File: src/rtl/axi_default_slave_mo_pkg.sv
// Shared AXI constants and ID-width helper for the default-slave slice.
// Latency: n/a (declarations only).
// Backpressure: n/a.
package axi_default_slave_mo_pkg;

  // AXI response encodings
  localparam logic [1:0] RESP_OKAY   = 2'b00;
  localparam logic [1:0] RESP_EXOKAY = 2'b01;
  localparam logic [1:0] RESP_SLVERR = 2'b10;
  localparam logic [1:0] RESP_DECERR = 2'b11;

  // AXLEN is always 8 bits in AXI4
  localparam int W_LEN = 8;

  // Full interconnect ID = channel ID concatenated with transaction ID
  function automatic int sid_width(input int w_cid, input int w_id);
    return w_cid + w_id;
  endfunction

endpackage

File: src/rtl/axi_default_slave_mo_if.sv
// AXI4 AW/W/B/AR/R bundle as seen on the unmapped-address port.
// Latency: n/a (wires only).
// Backpressure: standard valid/ready on every channel.
interface axi_default_slave_mo_if #(
  parameter int W_SID  = 8,
  parameter int W_ADDR = 32,
  parameter int W_DATA = 32,
  parameter int W_STRB = W_DATA / 8
);

  logic [W_SID-1:0]  AWID;
  logic [W_ADDR-1:0] AWADDR;
  logic [7:0]        AWLEN;
  logic [2:0]        AWSIZE;
  logic [1:0]        AWBURST;
  logic              AWVALID;
  logic              AWREADY;

  logic [W_SID-1:0]  WID;
  logic [W_DATA-1:0] WDATA;
  logic [W_STRB-1:0] WSTRB;
  logic              WLAST;
  logic              WVALID;
  logic              WREADY;

  logic [W_SID-1:0]  BID;
  logic [1:0]        BRESP;
  logic              BVALID;
  logic              BREADY;

  logic [W_SID-1:0]  ARID;
  logic [W_ADDR-1:0] ARADDR;
  logic [7:0]        ARLEN;
  logic [2:0]        ARSIZE;
  logic [1:0]        ARBURST;
  logic              ARVALID;
  logic              ARREADY;

  logic [W_SID-1:0]  RID;
  logic [W_DATA-1:0] RDATA;
  logic [1:0]        RRESP;
  logic              RLAST;
  logic              RVALID;
  logic              RREADY;

  modport slave (
    input  AWID, AWADDR, AWLEN, AWSIZE, AWBURST, AWVALID,
    output AWREADY,
    input  WID, WDATA, WSTRB, WLAST, WVALID,
    output WREADY,
    output BID, BRESP, BVALID,
    input  BREADY,
    input  ARID, ARADDR, ARLEN, ARSIZE, ARBURST, ARVALID,
    output ARREADY,
    output RID, RDATA, RRESP, RLAST, RVALID,
    input  RREADY
  );

  modport master (
    output AWID, AWADDR, AWLEN, AWSIZE, AWBURST, AWVALID,
    input  AWREADY,
    output WID, WDATA, WSTRB, WLAST, WVALID,
    input  WREADY,
    input  BID, BRESP, BVALID,
    output BREADY,
    output ARID, ARADDR, ARLEN, ARSIZE, ARBURST, ARVALID,
    input  ARREADY,
    input  RID, RDATA, RRESP, RLAST, RVALID,
    output RREADY
  );

endinterface

File: src/rtl/axi_ds_fifo.sv
// Generic synchronous FIFO with registered full/empty derived from wrap-bit pointers.
// Latency: a pushed entry is visible at dout the cycle after the push.
// Backpressure: push ignored when full, pop ignored when empty; full/empty are state-only.
module axi_ds_fifo #(
  parameter int W     = 8,
  parameter int DEPTH = 4
) (
  input  logic         AXI_CLK,
  input  logic         AXI_RSTn,
  input  logic         push,
  input  logic [W-1:0] din,
  input  logic         pop,
  output logic [W-1:0] dout,
  output logic         full,
  output logic         empty
);

  // DEPTH is a power of two, so the extra MSB distinguishes full from empty
  localparam int AW = $clog2(DEPTH);

  logic [AW:0]  wr_ptr;
  logic [AW:0]  rd_ptr;
  logic [W-1:0] mem [DEPTH];
  logic         push_ok;
  logic         pop_ok;

  assign push_ok = push & ~full;
  assign pop_ok  = pop & ~empty;

  assign empty = (wr_ptr == rd_ptr);
  assign full  = (wr_ptr[AW] != rd_ptr[AW]) && (wr_ptr[AW-1:0] == rd_ptr[AW-1:0]);
  assign dout  = mem[rd_ptr[AW-1:0]];

  // Pointer advance; reset empties the queue immediately
  always_ff @(posedge AXI_CLK or negedge AXI_RSTn) begin
    if (!AXI_RSTn) begin
      wr_ptr <= '0;
      rd_ptr <= '0;
    end else begin
      if (push_ok) wr_ptr <= wr_ptr + (AW+1)'(1);
      if (pop_ok)  rd_ptr <= rd_ptr + (AW+1)'(1);
    end
  end

  // Storage needs no reset: entries are only read between push and pop
  always_ff @(posedge AXI_CLK) begin
    if (push_ok) mem[wr_ptr[AW-1:0]] <= din;
  end

endmodule

File: src/rtl/axi_default_slave_mo.sv
// Multi-outstanding AXI default slave: error-terminates every write and read burst.
// Latency: B valid the cycle after the closing W beat; first R beat the cycle after AR.
// Backpressure: AW/AR ready = queue not full; W waits for an AW and B space; B/R hold until taken.
module axi_default_slave_mo
  import axi_default_slave_mo_pkg::*;
#(
  parameter int               W_CID  = 4,
  parameter int               W_ID   = 4,
  parameter int               W_ADDR = 32,
  parameter int               W_DATA = 32,
  parameter int               W_STRB = W_DATA / 8,
  parameter int               W_SID  = sid_width(W_CID, W_ID),
  parameter int               DEPTH  = 4,
  parameter logic [1:0]       RESP   = RESP_DECERR,
  parameter logic [W_DATA-1:0] RFILL = '1
) (
  input  logic                  AXI_CLK,
  input  logic                  AXI_RSTn,
  axi_default_slave_mo_if.slave bus,
  output logic                  ERR_WLAST
);

  localparam int W_CMD = W_SID + W_LEN;

  logic             awq_push, awq_pop, awq_full, awq_empty;
  logic [W_CMD-1:0] awq_dout;
  logic [W_SID-1:0] aw_head_id;
  logic [W_LEN-1:0] aw_head_len;

  logic             bq_push, bq_pop, bq_full, bq_empty;
  logic [W_SID-1:0] bq_dout;

  logic             arq_push, arq_pop, arq_full, arq_empty;
  logic [W_CMD-1:0] arq_dout;
  logic [W_SID-1:0] ar_head_id;
  logic [W_LEN-1:0] ar_head_len;

  logic [W_LEN-1:0] wcnt;
  logic [W_LEN-1:0] rcnt;
  logic             w_fire, w_at_len, w_close;
  logic             r_fire, r_last;

  // Address, size, burst, data, strobe and WID carry no meaning for an error slave
  logic [W_ADDR-1:0] unused_awaddr;
  logic [W_ADDR-1:0] unused_araddr;
  logic [W_DATA-1:0] unused_wdata;
  logic [W_STRB-1:0] unused_wstrb;
  logic [W_SID-1:0]  unused_wid;
  logic [9:0]        unused_size_burst;

  assign unused_awaddr     = bus.AWADDR;
  assign unused_araddr     = bus.ARADDR;
  assign unused_wdata      = bus.WDATA;
  assign unused_wstrb      = bus.WSTRB;
  assign unused_wid        = bus.WID;
  assign unused_size_burst = {bus.AWSIZE, bus.AWBURST, bus.ARSIZE, bus.ARBURST};

  // ---------------- write path ----------------
  assign bus.AWREADY = ~awq_full;
  assign awq_push    = bus.AWVALID & ~awq_full;
  assign {aw_head_id, aw_head_len} = awq_dout;

  // A beat is only taken when its AW is known and its B has somewhere to go
  assign bus.WREADY = ~awq_empty & ~bq_full;
  assign w_fire     = bus.WVALID & ~awq_empty & ~bq_full;
  assign w_at_len   = (wcnt == aw_head_len);
  // Either the count or an early WLAST ends the burst, so a bad master cannot wedge the queue
  assign w_close    = w_fire & (w_at_len | bus.WLAST);
  assign awq_pop    = w_close;
  assign bq_push    = w_close;

  assign bus.BVALID = ~bq_empty;
  assign bus.BID    = bq_dout;
  assign bus.BRESP  = RESP;
  assign bq_pop     = ~bq_empty & bus.BREADY;

  // ---------------- read path ----------------
  assign bus.ARREADY = ~arq_full;
  assign arq_push    = bus.ARVALID & ~arq_full;
  assign {ar_head_id, ar_head_len} = arq_dout;

  assign r_last     = ~arq_empty & (rcnt == ar_head_len);
  assign r_fire     = ~arq_empty & bus.RREADY;
  assign arq_pop    = r_fire & r_last;

  assign bus.RVALID = ~arq_empty;
  assign bus.RID    = ar_head_id;
  assign bus.RDATA  = RFILL;
  assign bus.RRESP  = RESP;
  assign bus.RLAST  = r_last;

  // Count W beats against the head AW and latch any WLAST/length disagreement
  always_ff @(posedge AXI_CLK or negedge AXI_RSTn) begin
    if (!AXI_RSTn) begin
      wcnt      <= '0;
      ERR_WLAST <= 1'b0;
    end else if (w_fire) begin
      wcnt <= w_close ? '0 : wcnt + W_LEN'(1);
      if (bus.WLAST != w_at_len) ERR_WLAST <= 1'b1;
    end
  end

  // Count R beats of the head AR; the next burst starts at beat 0 right after RLAST
  always_ff @(posedge AXI_CLK or negedge AXI_RSTn) begin
    if (!AXI_RSTn) begin
      rcnt <= '0;
    end else if (r_fire) begin
      rcnt <= r_last ? '0 : rcnt + W_LEN'(1);
    end
  end

  axi_ds_fifo #(.W(W_CMD), .DEPTH(DEPTH)) u_awq (
    .AXI_CLK (AXI_CLK),
    .AXI_RSTn(AXI_RSTn),
    .push    (awq_push),
    .din     ({bus.AWID, bus.AWLEN}),
    .pop     (awq_pop),
    .dout    (awq_dout),
    .full    (awq_full),
    .empty   (awq_empty)
  );

  axi_ds_fifo #(.W(W_SID), .DEPTH(DEPTH)) u_bq (
    .AXI_CLK (AXI_CLK),
    .AXI_RSTn(AXI_RSTn),
    .push    (bq_push),
    .din     (aw_head_id),
    .pop     (bq_pop),
    .dout    (bq_dout),
    .full    (bq_full),
    .empty   (bq_empty)
  );

  axi_ds_fifo #(.W(W_CMD), .DEPTH(DEPTH)) u_arq (
    .AXI_CLK (AXI_CLK),
    .AXI_RSTn(AXI_RSTn),
    .push    (arq_push),
    .din     ({bus.ARID, bus.ARLEN}),
    .pop     (arq_pop),
    .dout    (arq_dout),
    .full    (arq_full),
    .empty   (arq_empty)
  );

endmodule

File: src/flat_wrapper.sv
// flat-port wrapper written by rule: the top's interface ports become plain ports
module axi_default_slave_mo_flat import axi_default_slave_mo_pkg::*;
#(
  parameter int               W_CID  = 4,
  parameter int               W_ID   = 4,
  parameter int               W_ADDR = 32,
  parameter int               W_DATA = 32,
  parameter int               W_STRB = W_DATA / 8,
  parameter int               W_SID  = sid_width(W_CID, W_ID),
  parameter int               DEPTH  = 4,
  parameter logic [1:0]       RESP   = RESP_DECERR,
  parameter logic [W_DATA-1:0] RFILL = '1
)
  (AXI_CLK, AXI_RSTn, ERR_WLAST, bus_AWID, bus_AWADDR, bus_AWLEN, bus_AWSIZE, bus_AWBURST, bus_AWVALID, bus_AWREADY, bus_WID, bus_WDATA, bus_WSTRB, bus_WLAST, bus_WVALID, bus_WREADY, bus_BID, bus_BRESP, bus_BVALID, bus_BREADY, bus_ARID, bus_ARADDR, bus_ARLEN, bus_ARSIZE, bus_ARBURST, bus_ARVALID, bus_ARREADY, bus_RID, bus_RDATA, bus_RRESP, bus_RLAST, bus_RVALID, bus_RREADY);
  axi_default_slave_mo_if #(.W_SID(W_SID), .W_ADDR(W_ADDR), .W_DATA(W_DATA), .W_STRB(W_STRB)) bus_i ();
  input  logic AXI_CLK;
  input  logic AXI_RSTn;
  output logic ERR_WLAST;
  input wire logic [$bits(bus_i.AWID)-1:0] bus_AWID;
  input wire logic [$bits(bus_i.AWADDR)-1:0] bus_AWADDR;
  input wire logic [$bits(bus_i.AWLEN)-1:0] bus_AWLEN;
  input wire logic [$bits(bus_i.AWSIZE)-1:0] bus_AWSIZE;
  input wire logic [$bits(bus_i.AWBURST)-1:0] bus_AWBURST;
  input wire logic [$bits(bus_i.AWVALID)-1:0] bus_AWVALID;
  output wire logic [$bits(bus_i.AWREADY)-1:0] bus_AWREADY;
  input wire logic [$bits(bus_i.WID)-1:0] bus_WID;
  input wire logic [$bits(bus_i.WDATA)-1:0] bus_WDATA;
  input wire logic [$bits(bus_i.WSTRB)-1:0] bus_WSTRB;
  input wire logic [$bits(bus_i.WLAST)-1:0] bus_WLAST;
  input wire logic [$bits(bus_i.WVALID)-1:0] bus_WVALID;
  output wire logic [$bits(bus_i.WREADY)-1:0] bus_WREADY;
  output wire logic [$bits(bus_i.BID)-1:0] bus_BID;
  output wire logic [$bits(bus_i.BRESP)-1:0] bus_BRESP;
  output wire logic [$bits(bus_i.BVALID)-1:0] bus_BVALID;
  input wire logic [$bits(bus_i.BREADY)-1:0] bus_BREADY;
  input wire logic [$bits(bus_i.ARID)-1:0] bus_ARID;
  input wire logic [$bits(bus_i.ARADDR)-1:0] bus_ARADDR;
  input wire logic [$bits(bus_i.ARLEN)-1:0] bus_ARLEN;
  input wire logic [$bits(bus_i.ARSIZE)-1:0] bus_ARSIZE;
  input wire logic [$bits(bus_i.ARBURST)-1:0] bus_ARBURST;
  input wire logic [$bits(bus_i.ARVALID)-1:0] bus_ARVALID;
  output wire logic [$bits(bus_i.ARREADY)-1:0] bus_ARREADY;
  output wire logic [$bits(bus_i.RID)-1:0] bus_RID;
  output wire logic [$bits(bus_i.RDATA)-1:0] bus_RDATA;
  output wire logic [$bits(bus_i.RRESP)-1:0] bus_RRESP;
  output wire logic [$bits(bus_i.RLAST)-1:0] bus_RLAST;
  output wire logic [$bits(bus_i.RVALID)-1:0] bus_RVALID;
  input wire logic [$bits(bus_i.RREADY)-1:0] bus_RREADY;
  assign bus_i.AWID = bus_AWID;
  assign bus_i.AWADDR = bus_AWADDR;
  assign bus_i.AWLEN = bus_AWLEN;
  assign bus_i.AWSIZE = bus_AWSIZE;
  assign bus_i.AWBURST = bus_AWBURST;
  assign bus_i.AWVALID = bus_AWVALID;
  assign bus_AWREADY = bus_i.AWREADY;
  assign bus_i.WID = bus_WID;
  assign bus_i.WDATA = bus_WDATA;
  assign bus_i.WSTRB = bus_WSTRB;
  assign bus_i.WLAST = bus_WLAST;
  assign bus_i.WVALID = bus_WVALID;
  assign bus_WREADY = bus_i.WREADY;
  assign bus_BID = bus_i.BID;
  assign bus_BRESP = bus_i.BRESP;
  assign bus_BVALID = bus_i.BVALID;
  assign bus_i.BREADY = bus_BREADY;
  assign bus_i.ARID = bus_ARID;
  assign bus_i.ARADDR = bus_ARADDR;
  assign bus_i.ARLEN = bus_ARLEN;
  assign bus_i.ARSIZE = bus_ARSIZE;
  assign bus_i.ARBURST = bus_ARBURST;
  assign bus_i.ARVALID = bus_ARVALID;
  assign bus_ARREADY = bus_i.ARREADY;
  assign bus_RID = bus_i.RID;
  assign bus_RDATA = bus_i.RDATA;
  assign bus_RRESP = bus_i.RRESP;
  assign bus_RLAST = bus_i.RLAST;
  assign bus_RVALID = bus_i.RVALID;
  assign bus_i.RREADY = bus_RREADY;
  axi_default_slave_mo #(.W_CID(W_CID), .W_ID(W_ID), .W_ADDR(W_ADDR), .W_DATA(W_DATA), .W_STRB(W_STRB), .W_SID(W_SID), .DEPTH(DEPTH), .RESP(RESP), .RFILL(RFILL)) u_core (.AXI_CLK(AXI_CLK), .AXI_RSTn(AXI_RSTn), .bus(bus_i), .ERR_WLAST(ERR_WLAST));
endmodule
File: config.mk
export PLATFORM = sky130hd
export DESIGN_NAME = axi_default_slave_mo_flat
export DESIGN_NICKNAME = d
export VERILOG_FILES = /design/src/rtl/axi_default_slave_mo_pkg.sv /design/src/rtl/axi_default_slave_mo_if.sv /design/src/rtl/axi_ds_fifo.sv /design/src/rtl/axi_default_slave_mo.sv /design/src/flat_wrapper.sv
export SDC_FILE = /design/constraint.sdc
export NUM_CORES = 1
export LEC_CHECK = 0
export CAP_MARGIN = 20
export CORE_MARGIN = 2
export CORE_UTILIZATION = 44
export CTS_CLUSTER_DIAMETER = 30
export DETAILED_ROUTE_END_ITERATION = 8
export PLACE_DENSITY = 0.81
export REMOVE_ABC_BUFFERS = 1
export SLEW_MARGIN = 10
export SYNTH_ARGS = -nofsm -noshare
export SYNTH_HDL_FRONTEND = slang
export SYNTH_SLANG_ARGS = --single-unit
File: constraint.sdc
create_clock -name AXI_CLK -period 3.1 [get_ports AXI_CLK]
set_clock_uncertainty 0.15 [all_clocks]
set_input_delay 0.465 -clock AXI_CLK [delete_from_list [all_inputs] [get_ports AXI_CLK]]
set_output_delay 0.465 -clock AXI_CLK [all_outputs]
set_load 0.005 [all_outputs]
After elaboration in Yosys (flattened, before gate mapping)
Memory sizes are Yosys's and may differ from the RTL's.
Index checks and enable logic that the tools add are counted.
{"block": "op_classes", "n_addsub": 8, "mul": 0, "div_mod_pow": 0, "magnitude_cmp": 0, "eq_ne": 12, "shifts": 0, "muxes": 8, "bitwise_logic": 23, "reduce_logical": 4}
{"operator": "3-bit by 1-bit adder with 3-bit output, second input constant", "n": 6}
{"operator": "8-bit by 1-bit adder with 8-bit output, second input constant", "n": 2}
{"operator": "1-bit bitwise AND", "n": 16}
{"operator": "8-bit == test", "n": 2}
{"operator": "8-bit 2-to-1 mux", "n": 2}
{"operator": "3-bit == test", "n": 3}
{"operator": "2-bit == test", "n": 3}
{"operator": "1-bit 2-to-1 mux", "n": 6}
{"operator": "1-bit inverter", "n": 6}
{"operator": "1-bit inequality test", "n": 4}
{"operator": "1-bit logical AND", "n": 3}
{"operator": "2-bit AND reduction", "n": 1}
{"operator": "1-bit OR", "n": 1}
{"block": "word_totals", "ff_bits": 35, "latchBits": 0, "ramBits": 160, "mem_bits_ro": 0, "wordCells": 67, "n_memories": 3}
{"memory": "u_core.u_arq.mem", "words": 4, "width": 16, "rd": 1, "rd_ports_with_merged_regs": 0, "write_ports": 1, "line_no": "axi_ds_fifo.sv:23", "text": "logic [W-1:0] mem [DEPTH];"}
{"memory": "u_core.u_awq.mem", "words": 4, "width": 16, "rd": 1, "rd_ports_with_merged_regs": 0, "write_ports": 1, "line_no": "axi_ds_fifo.sv:23"}
{"memory": "u_core.u_bq.mem", "words": 4, "width": 8, "rd": 1, "rd_ports_with_merged_regs": 0, "write_ports": 1, "line_no": "axi_ds_fifo.sv:23"}

Longest topological paths before layout
Gate-level depths: netlist (run 1).
{"block": "depth", "ltp_word": 8, "ltp_mapped": 11, "mapped_depth_nobuf": 8}

Modules after synthesis
From an unflattened synthesis (run 1), not the netlist that was laid out.
{"block": "unflattened", "cells_unflattened": 516, "hier_area_um2": 8694.6}
{"mod": "axi_ds_fifo (u_core.u_arq ...)", "instances": 2, "cells_per_inst": 132, "area_per_inst_um2": 2829.0}
{"mod": "axi_ds_fifo (u_core.u_bq)", "instances": 1, "cells_per_inst": 90, "area_per_inst_um2": 1660.3}
{"mod": "axi_default_slave_mo", "instances": 1, "cells_per_inst": 162, "area_per_inst_um2": 1376.3}

Least setup slack after synthesis (run 1)
Ideal clock, no wire load.
{"block": "synth_timing", "path_type": "reg2reg", "from": "register u_core.u_awq.rd_ptr[0]", "to": "memory u_core.u_bq.mem[6][0] (netlist: u_core.u_bq.mem[3][0]), enable pin", "arrival_time_ns": 2.898, "t_required_ns": 2.611, "slack_ns": -0.287, "stages_incl_launch_ff": 11, "n_path_buf": 3, "period_less_slack_ns": 3.387, "path_cell_list": "dfrtp_1 > buf_4 > buf_2 > mux4_2 > xor2_1 > nor4_1 > nand2_1 > ha_1 > buf_2 > nor4b_4 > and2_1"}
{"block": "synth_between", "elab_chain_cells": 8, "word_cells_on_any_way": 11, "classes_between": "eq/ne (2); mux (2); bitwise (6); memory (1)"}
{"item": "start, declared", "line_no": "axi_ds_fifo.sv:22", "text": "logic [AW:0] rd_ptr;"}
{"item": "start signal, assigned", "line_no": "axi_ds_fifo.sv:41", "text": "if (pop_ok) rd_ptr <= rd_ptr + (AW+1)'(1);"}
{"item": "parallel branches: the longest is 4 deep, another holds memory read 4 x 16 bit"}
{"item": "1-bit bitwise AND *", "line_no": "axi_default_slave_mo.sv:68", "text": "assign w_close = w_fire & (w_at_len | bus.WLAST);"}
{"item": "1-bit bitwise AND *", "line_no": "axi_ds_fifo.sv:27", "text": "assign push_ok = push & ~full;"}
{"item": "1-bit 2-to-1 mux *", "line_no": "axi_ds_fifo.sv:47", "text": "if (push_ok) mem[wr_ptr[AW-1:0]] <= din;"}
{"item": "1-bit 2-to-1 mux (implied by the code) *", "line_no": "axi_ds_fifo.sv:47"}
{"item": "end, declared", "line_no": "axi_ds_fifo.sv:23"}
Every way passes the cells marked *.

Worst setup path in the final report (run 1)
{"block": "layout_timing", "from": "register u_core.u_awq.rd_ptr[0]", "to": "register u_core.u_awq.rd_ptr[1]"}
{"block": "layout_between", "elab_chain_cells": 6, "word_cells_on_any_way": 10, "classes_between": "add/sub (1); eq/ne (2); bitwise (6); memory (1)"}
{"item": "parallel branches: the longest is 6 deep, another holds memory read 4 x 16 bit"}
Several ways; the timed one is not identified.
A chain may end at the register's enable or synchronous reset.

==> impl_metrics.env, run 1 <==
export IMPL_p_comb_share_pct=34.5
export IMPL_leakage_nw=3.602
export IMPL_dp_slack_ps=-21.12
export IMPL_max_cap_violations=0
export IMPL_diodes=0
export IMPL_synthCells=471
export IMPL_drive_gt1_share_pct=22.49
export IMPL_arrival_ps=3270
export IMPL_grt_pass1_vias=4525
export IMPL_async_flop_share_pct=17.95
export IMPL_irDropWorstVdd_uv=465.2
export IMPL_worst_path_most_repeated_cell="buf_4"
export IMPL_fin_ws_ps=-5.522
export IMPL_fmax_mhz=322.0
export IMPL_clock_sinks=195
export IMPL_status="finished, violations left"
export IMPL_r2r_slack_ps=-6
export IMPL_first_pass_iters=4
export IMPL_multiInputGateArea_um2=2459
export IMPL_internal_power_mw=6.458
export IMPL_grt_overflow_total=0
export IMPL_dp_final_hpwl_um=9794
export IMPL_relSlewSlack_pct=38.65
export IMPL_setup_viol=1
export IMPL_synth_edff_count=160
export IMPL_nets=741
export IMPL_worstPathRequired_ps=3270
export IMPL_routed_wl_um=15690
export IMPL_rsz0062_at_grt="yes"
export IMPL_placed_area_um2=9225
export IMPL_cts_tree="built"
export IMPL_period_share_pct=100.2
export IMPL_avgViaCountPerCell=5.288
export IMPL_cts_root_buffer="clkbuf_16"
export IMPL_yosys_cell_types_count=42
export IMPL_synth_adder_area_share_pct=2.716
export IMPL_critPathKind="register to register"
export IMPL_io_pins=217
export IMPL_cts_max_level=4
export IMPL_synthSimpleGateAreaFrac_pct=6.111
export IMPL_synth_xor_area_share_pct=3.908
export IMPL_design_area_um2=9946
export IMPL_numCtsBuffers=17
export IMPL_synth_area_um2=8292
export IMPL_cp_slowest_cell="mux4_2"
export IMPL_grt_pass1_wl_um=23980
export IMPL_die_area_um2=19960
export IMPL_violations="negative setup slack"
export IMPL_clk_latency_ps=430
export IMPL_hold_viol=0
export IMPL_ff_latch_area_um2=5684
export IMPL_crit_path_end_kind="register"
export IMPL_initialDrtViolationCount=303
export IMPL_power_switching_mw=2.962
export IMPL_hold_depth=1
export IMPL_synth_compound_area_share_pct=2.460
export IMPL_fillCellCount=1401
export IMPL_vias=4294
export IMPL_worst_slew_pin_slew_ps=920.2
export IMPL_cpPeakStageDelay_ps=520
export IMPL_dp_cells=775
export IMPL_fin_cells=812
export IMPL_start_kind="register"
export IMPL_yosys_warnings=0
export IMPL_p_sw_share_pct=31.45
export IMPL_ys_ff_latch=195
export IMPL_power_clock_fraction_pct=23.4
export IMPL_die_h_um=141.3
export IMPL_worstRegToRegCells=10
export IMPL_antenna_found_initial=0
export IMPL_syn_mean_instance_area_um2=17.60
export IMPL_portBuffers=62
export IMPL_grtUsageTotal_pct=15.88
export IMPL_initial_core_util_pct=44.63
export IMPL_clk_pin_slew_worst_paths_ps=70
export IMPL_synth_mux_area_fraction_pct=11.66
export IMPL_setup_tns_ps=-5.522
export IMPL_die_w_um=141.3
export IMPL_slew_violations=0
export IMPL_path_max_fanout=5
export IMPL_p_per_area_nw_per_um2=947.1
export IMPL_synth_top_family_by_area="multiplexers"
export IMPL_min_path_type="register to register"
export IMPL_p_seq_share_pct=42.2
export IMPL_fin_crit_ps=3106
export IMPL_cts_max_path_buffers=2
export IMPL_final_antenna_net_count=0
export IMPL_rows=50
export IMPL_synthToLayoutAreaGrowth_pct=19.95
export IMPL_yosys_most_used_dff="edfxtp_1"
export IMPL_gp_congestion=0.7757
export IMPL_seq_area_frac_synth_pct=68.51
export IMPL_crit_chain="buf_12 > mux4_2 > xor2_2 > nor4_4 > nand2_1 > ha_4 > nor4b_4 > buf_4 > buf_4 > mux2_4"
export IMPL_routedWlPerCell_um=19.32
export IMPL_coreArea_um2=18580
export IMPL_grt_max_degree=36
export IMPL_drc=0
[cell usage after synthesis, drive strengths merged, types with 3 or more instances]
master / n / share of area, %
o211ai: 4 / 0.36
nor4: 4 / 0.48
dfrtp: 35 / 11
nor2: 3 / 0.14
or2: 4 / 0.30
inv: 9 / 0.41
ha: 18 / 2.7
buf: 47 / 4.1
and3: 11 / 0.83
xnor2: 21 / 2.2
o21ai: 21 / 1.3
and2: 11 / 0.83
xor2: 16 / 1.7
o31ai: 4 / 0.36
nand3b: 3 / 0.27
nand3: 9 / 0.54
nand2: 27 / 1.2
mux2: 3 / 0.41
edfxtp: 160 / 58
nor3: 4 / 0.38
mux4: 40 / 11
[metrics by stage]
| step | power [mW] | hold slack (ps) | util (%) |
|---|---|---|---|
| 2_1_floorplan | 5.703 | 19.41 | - |
| 3_3_place_gp | 6.773 | 325.0 | 49.65 |
| 3_5_place_dp | 6.941 | 319.4 | 49.65 |
| 4_1_cts | 9.369 | 344.0 | 53.53 |
| 5_1_grt | 9.874 | 362.6 | 53.53 |
| 6_report | 9.420 | 345.0 | 53.53 |
[final cells by class]
cell class              count  area share, %
multi-input cells         253          24.72
repair buffers             89          8.831
clock buffers              18          4.315
well taps                 234          2.944
flip-flops and latches    195          57.15
inverters                   9         0.3397
clock inverters            14          1.698
[critical path: cells and delay by family (launching register included)]
kind	cells	cell delay (ps)
XOR/XNOR	1	180
adder cells (fa/ha/maj)	1	200
buffers and inverters	3	460
flip-flops	1	420
multiplexers	2	820
AND/OR/NAND/NOR	3	750
[registers in the layout, summed over array words and instances (netlist names), 3 cells and up]
name,count
u_core.u_awq.rd_ptr,3
u_core.wcnt,8
u_core.u_arq.mem,64
u_core.u_arq.wr_ptr,3
u_core.u_bq.rd_ptr,3
u_core.u_bq.mem,32
u_core.u_awq.mem,64
u_core.u_awq.wr_ptr,3
u_core.u_arq.rd_ptr,3
u_core.rcnt,8
u_core.u_bq.wr_ptr,3
[timing repair]
item | CTS | global route
setup endpoints to repair | 35 | 40
hold buffers | 1 | 0
endpoints found under the hold margin | 35 | 0
gates resized for setup | 22 | 12
pin swaps | 8 | 10
buffers inserted | 4 | 2
cloned | 1 | 1
[routing by layer]
layer,global-route usage (%),up-vias,wire [um]
li1,-,1917,-
met1,19.99,2195,6442
met2,26.88,144,8144
met3,3.814,38,725
met4,6.105,0,374
met5,0,-,0
[path summary, 6_finish.rpt]
check / endpoint / from
setup / recovery: u_core.u_awq.rd_ptr[1] / u_core.u_awq.rd_ptr[0]
max in group asynchronous: u_core.u_awq.rd_ptr[0] / AXI_RSTn
hold reg to reg: u_core.u_bq.rd_ptr[2] / u_core.u_bq.rd_ptr[2]
hold / removal: u_core.u_bq.rd_ptr[2] / u_core.u_bq.rd_ptr[2]
setup reg to reg: u_core.u_awq.rd_ptr[1] / u_core.u_awq.rd_ptr[0]
min in group asynchronous: u_core.u_arq.wr_ptr[1] / AXI_RSTn
[cells by family (layout without fill, tap and decap cells)]
group	Yosys count	in the layout
compound gates	34	34
xor+xnor	37	37
fa+ha+maj	18	18
buf+inv	58	130
flops	195	195
mux	44	44
other cells	1	36
simple gates	84	84
[layout by cell type, fill, tap and decap left out, types with 2 or more instances in the layout]
master             n
and2_1             6
and2_4             5
and3_1            11
buf_12             2
buf_4             22
bufinv_16          2
clkbuf_16         18
clkdlybuf4s50_1   60
clkinvlp_4         3
conb_1            36
dfrtp_1           32
dfrtp_2            3
edfxtp_1         160
ha_1              17
inv_1              9
inv_6              4
inv_8              2
mux4_2            40
nand2_1           27
nand3_1            9
nand3b_1           3
nor2_1             2
nor2b_1            2
nor3_1             3
nor4_1             2
nor4_4             2
o211ai_1           4
o21ai_0           21
o31ai_1            4
or2_2              4
xnor2_1           13
xnor2_2            8
xor2_1            15
[power groups by stage]
stage,combinational (mW),clock [mW],sequential (mW)
6_report,3.25,2.20,3.97
5_1_grt,3.52,2.33,4.03
4_1_cts,3.18,2.23,3.96
3_5_place_dp,2.96,0,3.98
3_3_place_gp,2.85,0,3.92
2_1_floorplan,1.70,0,4.00
Note: power is estimated with default switching activity, not from simulation.
==> run 2, diff against run 1 <==
Settings changed: PLACE_DENSITY 0.81 to 0.78.
Clock period 3.1 ns to 2.9 ns, I/O delays scaled along.
==> impl_metrics.env, run 2 (same netlist as run 1, synthesis figures left out) <==
export IMPL_status="finished, violations left"
export IMPL_violations="negative setup slack"
export IMPL_cts_root_buffer="clkbuf_16"
export IMPL_crit_path_end_kind="register"
export IMPL_die_w_um=141.3
export IMPL_io_pins=217
export IMPL_initial_core_util_pct=44.63
export IMPL_vias=4184
export IMPL_dp_final_hpwl_um=9908
export IMPL_worst_path_most_repeated_cell="buf_4"
export IMPL_cts_tree="built"
export IMPL_final_antenna_net_count=0
export IMPL_max_cap_violations=0
export IMPL_portBuffers=62
export IMPL_arrival_ps=3020
export IMPL_r2r_slack_ps=-130
export IMPL_cts_max_path_buffers=2
export IMPL_setup_tns_ps=-3983
export IMPL_routedWlPerCell_um=18.34
export IMPL_start_kind="register"
export IMPL_worst_slew_pin_slew_ps=933.1
export IMPL_numCtsBuffers=17
export IMPL_hold_viol=0
export IMPL_cts_max_level=4
export IMPL_fin_crit_ps=3026
export IMPL_slew_violations=0
export IMPL_worst_path_buf_inv=3
export IMPL_drive_gt1_share_pct=22.15
export IMPL_synthToLayoutAreaGrowth_pct=19.84
export IMPL_die_h_um=141.3
export IMPL_die_area_um2=19960
export IMPL_leakage_nw=3.615
export IMPL_mostFrequentLayoutCells="edfxtp_1 (160), clkdlybuf4s50_1 (59), mux4_2 (40)"
export IMPL_grt_max_degree=36
export IMPL_hp_start="u_core.u_bq.wr_ptr[2]"
export IMPL_nets=741
export IMPL_fmax_mhz=330.5
export IMPL_antenna_found_initial=0
export IMPL_clock_sinks=195
export IMPL_min_path_type="register to register"
export IMPL_hold_depth=1
export IMPL_timing_rr_end="u_core.u_bq.mem[0][4]"
export IMPL_path_delay_family="simple AND/OR/NAND/NOR gates"
export IMPL_gp_congestion=0.7762
export IMPL_fin_ws_ps=-125.9
export IMPL_r2r_start="u_core.u_awq.rd_ptr[0]"
export IMPL_initialDrtViolationCount=325
export IMPL_p_total_mw=9.934
export IMPL_p_per_area_nw_per_um2=999.7
export IMPL_crit_chain="buf_12 > mux4_2 > xor2_1 > nor4_2 > nand2_1 > ha_2 > nor4b_4 > buf_4 > and2_4 > buf_4"
export IMPL_cp_slowest_cell="mux4_2"
export IMPL_rows=50
export IMPL_drc=0
export IMPL_grtUsageTotal_pct=15.48
export IMPL_mostFrequentLayoutCell="edfxtp_1"
export IMPL_irDropWorstVdd_uv=569.8
export IMPL_relSlewSlack_pct=37.79
export IMPL_worstRegToRegCells=10
export IMPL_coreArea_um2=18580
export IMPL_hold_path_end="u_core.u_bq.wr_ptr[2]"
export IMPL_avgViaCountPerCell=5.153
export IMPL_critPathKind="register to register"
export IMPL_grt_overflow_total=0
export IMPL_clk_latency_ps=430
export IMPL_setup_viol=34
export IMPL_routed_wl_um=14890
export IMPL_worstPathRequired_ps=2900
export IMPL_path_max_fanout=9
export IMPL_cpPeakStageDelay_ps=510
export IMPL_first_pass_iters=4
export IMPL_grt_pass1_wl_um=23410
export IMPL_clk_pin_slew_worst_paths_ps=70
export IMPL_rsz0062_at_grt="yes"
export IMPL_grt_pass1_vias=4494
export IMPL_diodes=0
export IMPL_period_share_pct=104.3
run 2: changes by cell type in the layout (fill, tap and decap cells not counted), moves of 2 or more:
cell | previous run | this run
clkinv_4 | 1 | 3
buf_4 | 22 | 19
clkinvlp_4 | 3 | 0
buf_6 | 0 | 3
buf_12 | 2 | 5
dfrtp_2 | 3 | 0
dfrtp_1 | 32 | 35
run 2: cell type report:
type                    instances  area (um^2)
repair buffers                 89        894.6
well taps                     234        292.8
clock inverters                13        165.2
flip-flops and latches        195         5680
inverters                       9        33.78
multi-input cells             253         2437
clock buffers                  19        432.9
fillers                      1409         8643
run 2: how the worst max path moves through the flow:
stage                                 startpoint               endpoint  slack (ps)  cells after the start
final                     u_core.u_awq.rd_ptr[0]  u_core.u_bq.mem[0][4]        -130                     10
after global routing      u_core.u_awq.rd_ptr[0]  u_core.u_bq.mem[1][4]        -280                     10
after CTS                 u_core.u_awq.rd_ptr[0]  u_core.u_bq.mem[0][4]        -150                     10
after detailed placement  u_core.u_awq.rd_ptr[0]  u_core.u_bq.mem[0][6]        -340                      9
after global placement    u_core.u_awq.rd_ptr[0]  u_core.u_bq.mem[3][1]        -240                      9
after floorplan           u_core.u_awq.rd_ptr[0]  u_core.u_bq.mem[3][0]        -720                      7
run 2: report_power, final:
part           total (mW)  switching [mW]  internal, mW
registers            4.21           0.374          3.84
logic                3.38            1.65          1.73
clock network        2.35            1.04          1.30
total                9.93            3.07          6.86
run 2: worst reg2reg max path, cell delays in order, from the launching register on:
cell and delay, ps:
dfrtp_1 370, buf_12 150, mux4_2 510, xor2_1 160, nor4_2 330, nand2_1 110
ha_2 220, nor4b_4 270, buf_4 190, and2_4 150, buf_4 130
run 2: through the flow:
step / hold WS (ps) / cells / utilization [%] / instance area, um^2 / setup slack, ps
2_1_floorplan: -10.59 / 457 / - / 8077 / -715.8
3_3_place_gp: 326.4 / 775 / 49.58 / 9213 / -240.1
3_5_place_dp: 317.7 / 775 / 49.58 / 9213 / -339.5
4_1_cts: 338.3 / 811 / 53.22 / 9888 / -147.7
5_1_grt: 350.0 / 812 / 53.48 / 9937 / -280.3
6_report: 339.2 / 812 / 53.48 / 9937 / -125.9
run 2: per-layer routing:
layer	part of all wire, %	global-route usage [%]
met1	41	18.12
met2	53	27.57
met4	1.5	5.632
met3	4.5	4.084
met5	0	0
run 2: timing repair:
action                                 4_1_cts  5_1_grt
pin swaps                                   11        1
hold buffers                                 1        0
gates resized for setup                     26        8
setup endpoints to repair                   43       46
endpoints found under the hold margin       35        0
setup buffers                                3        1
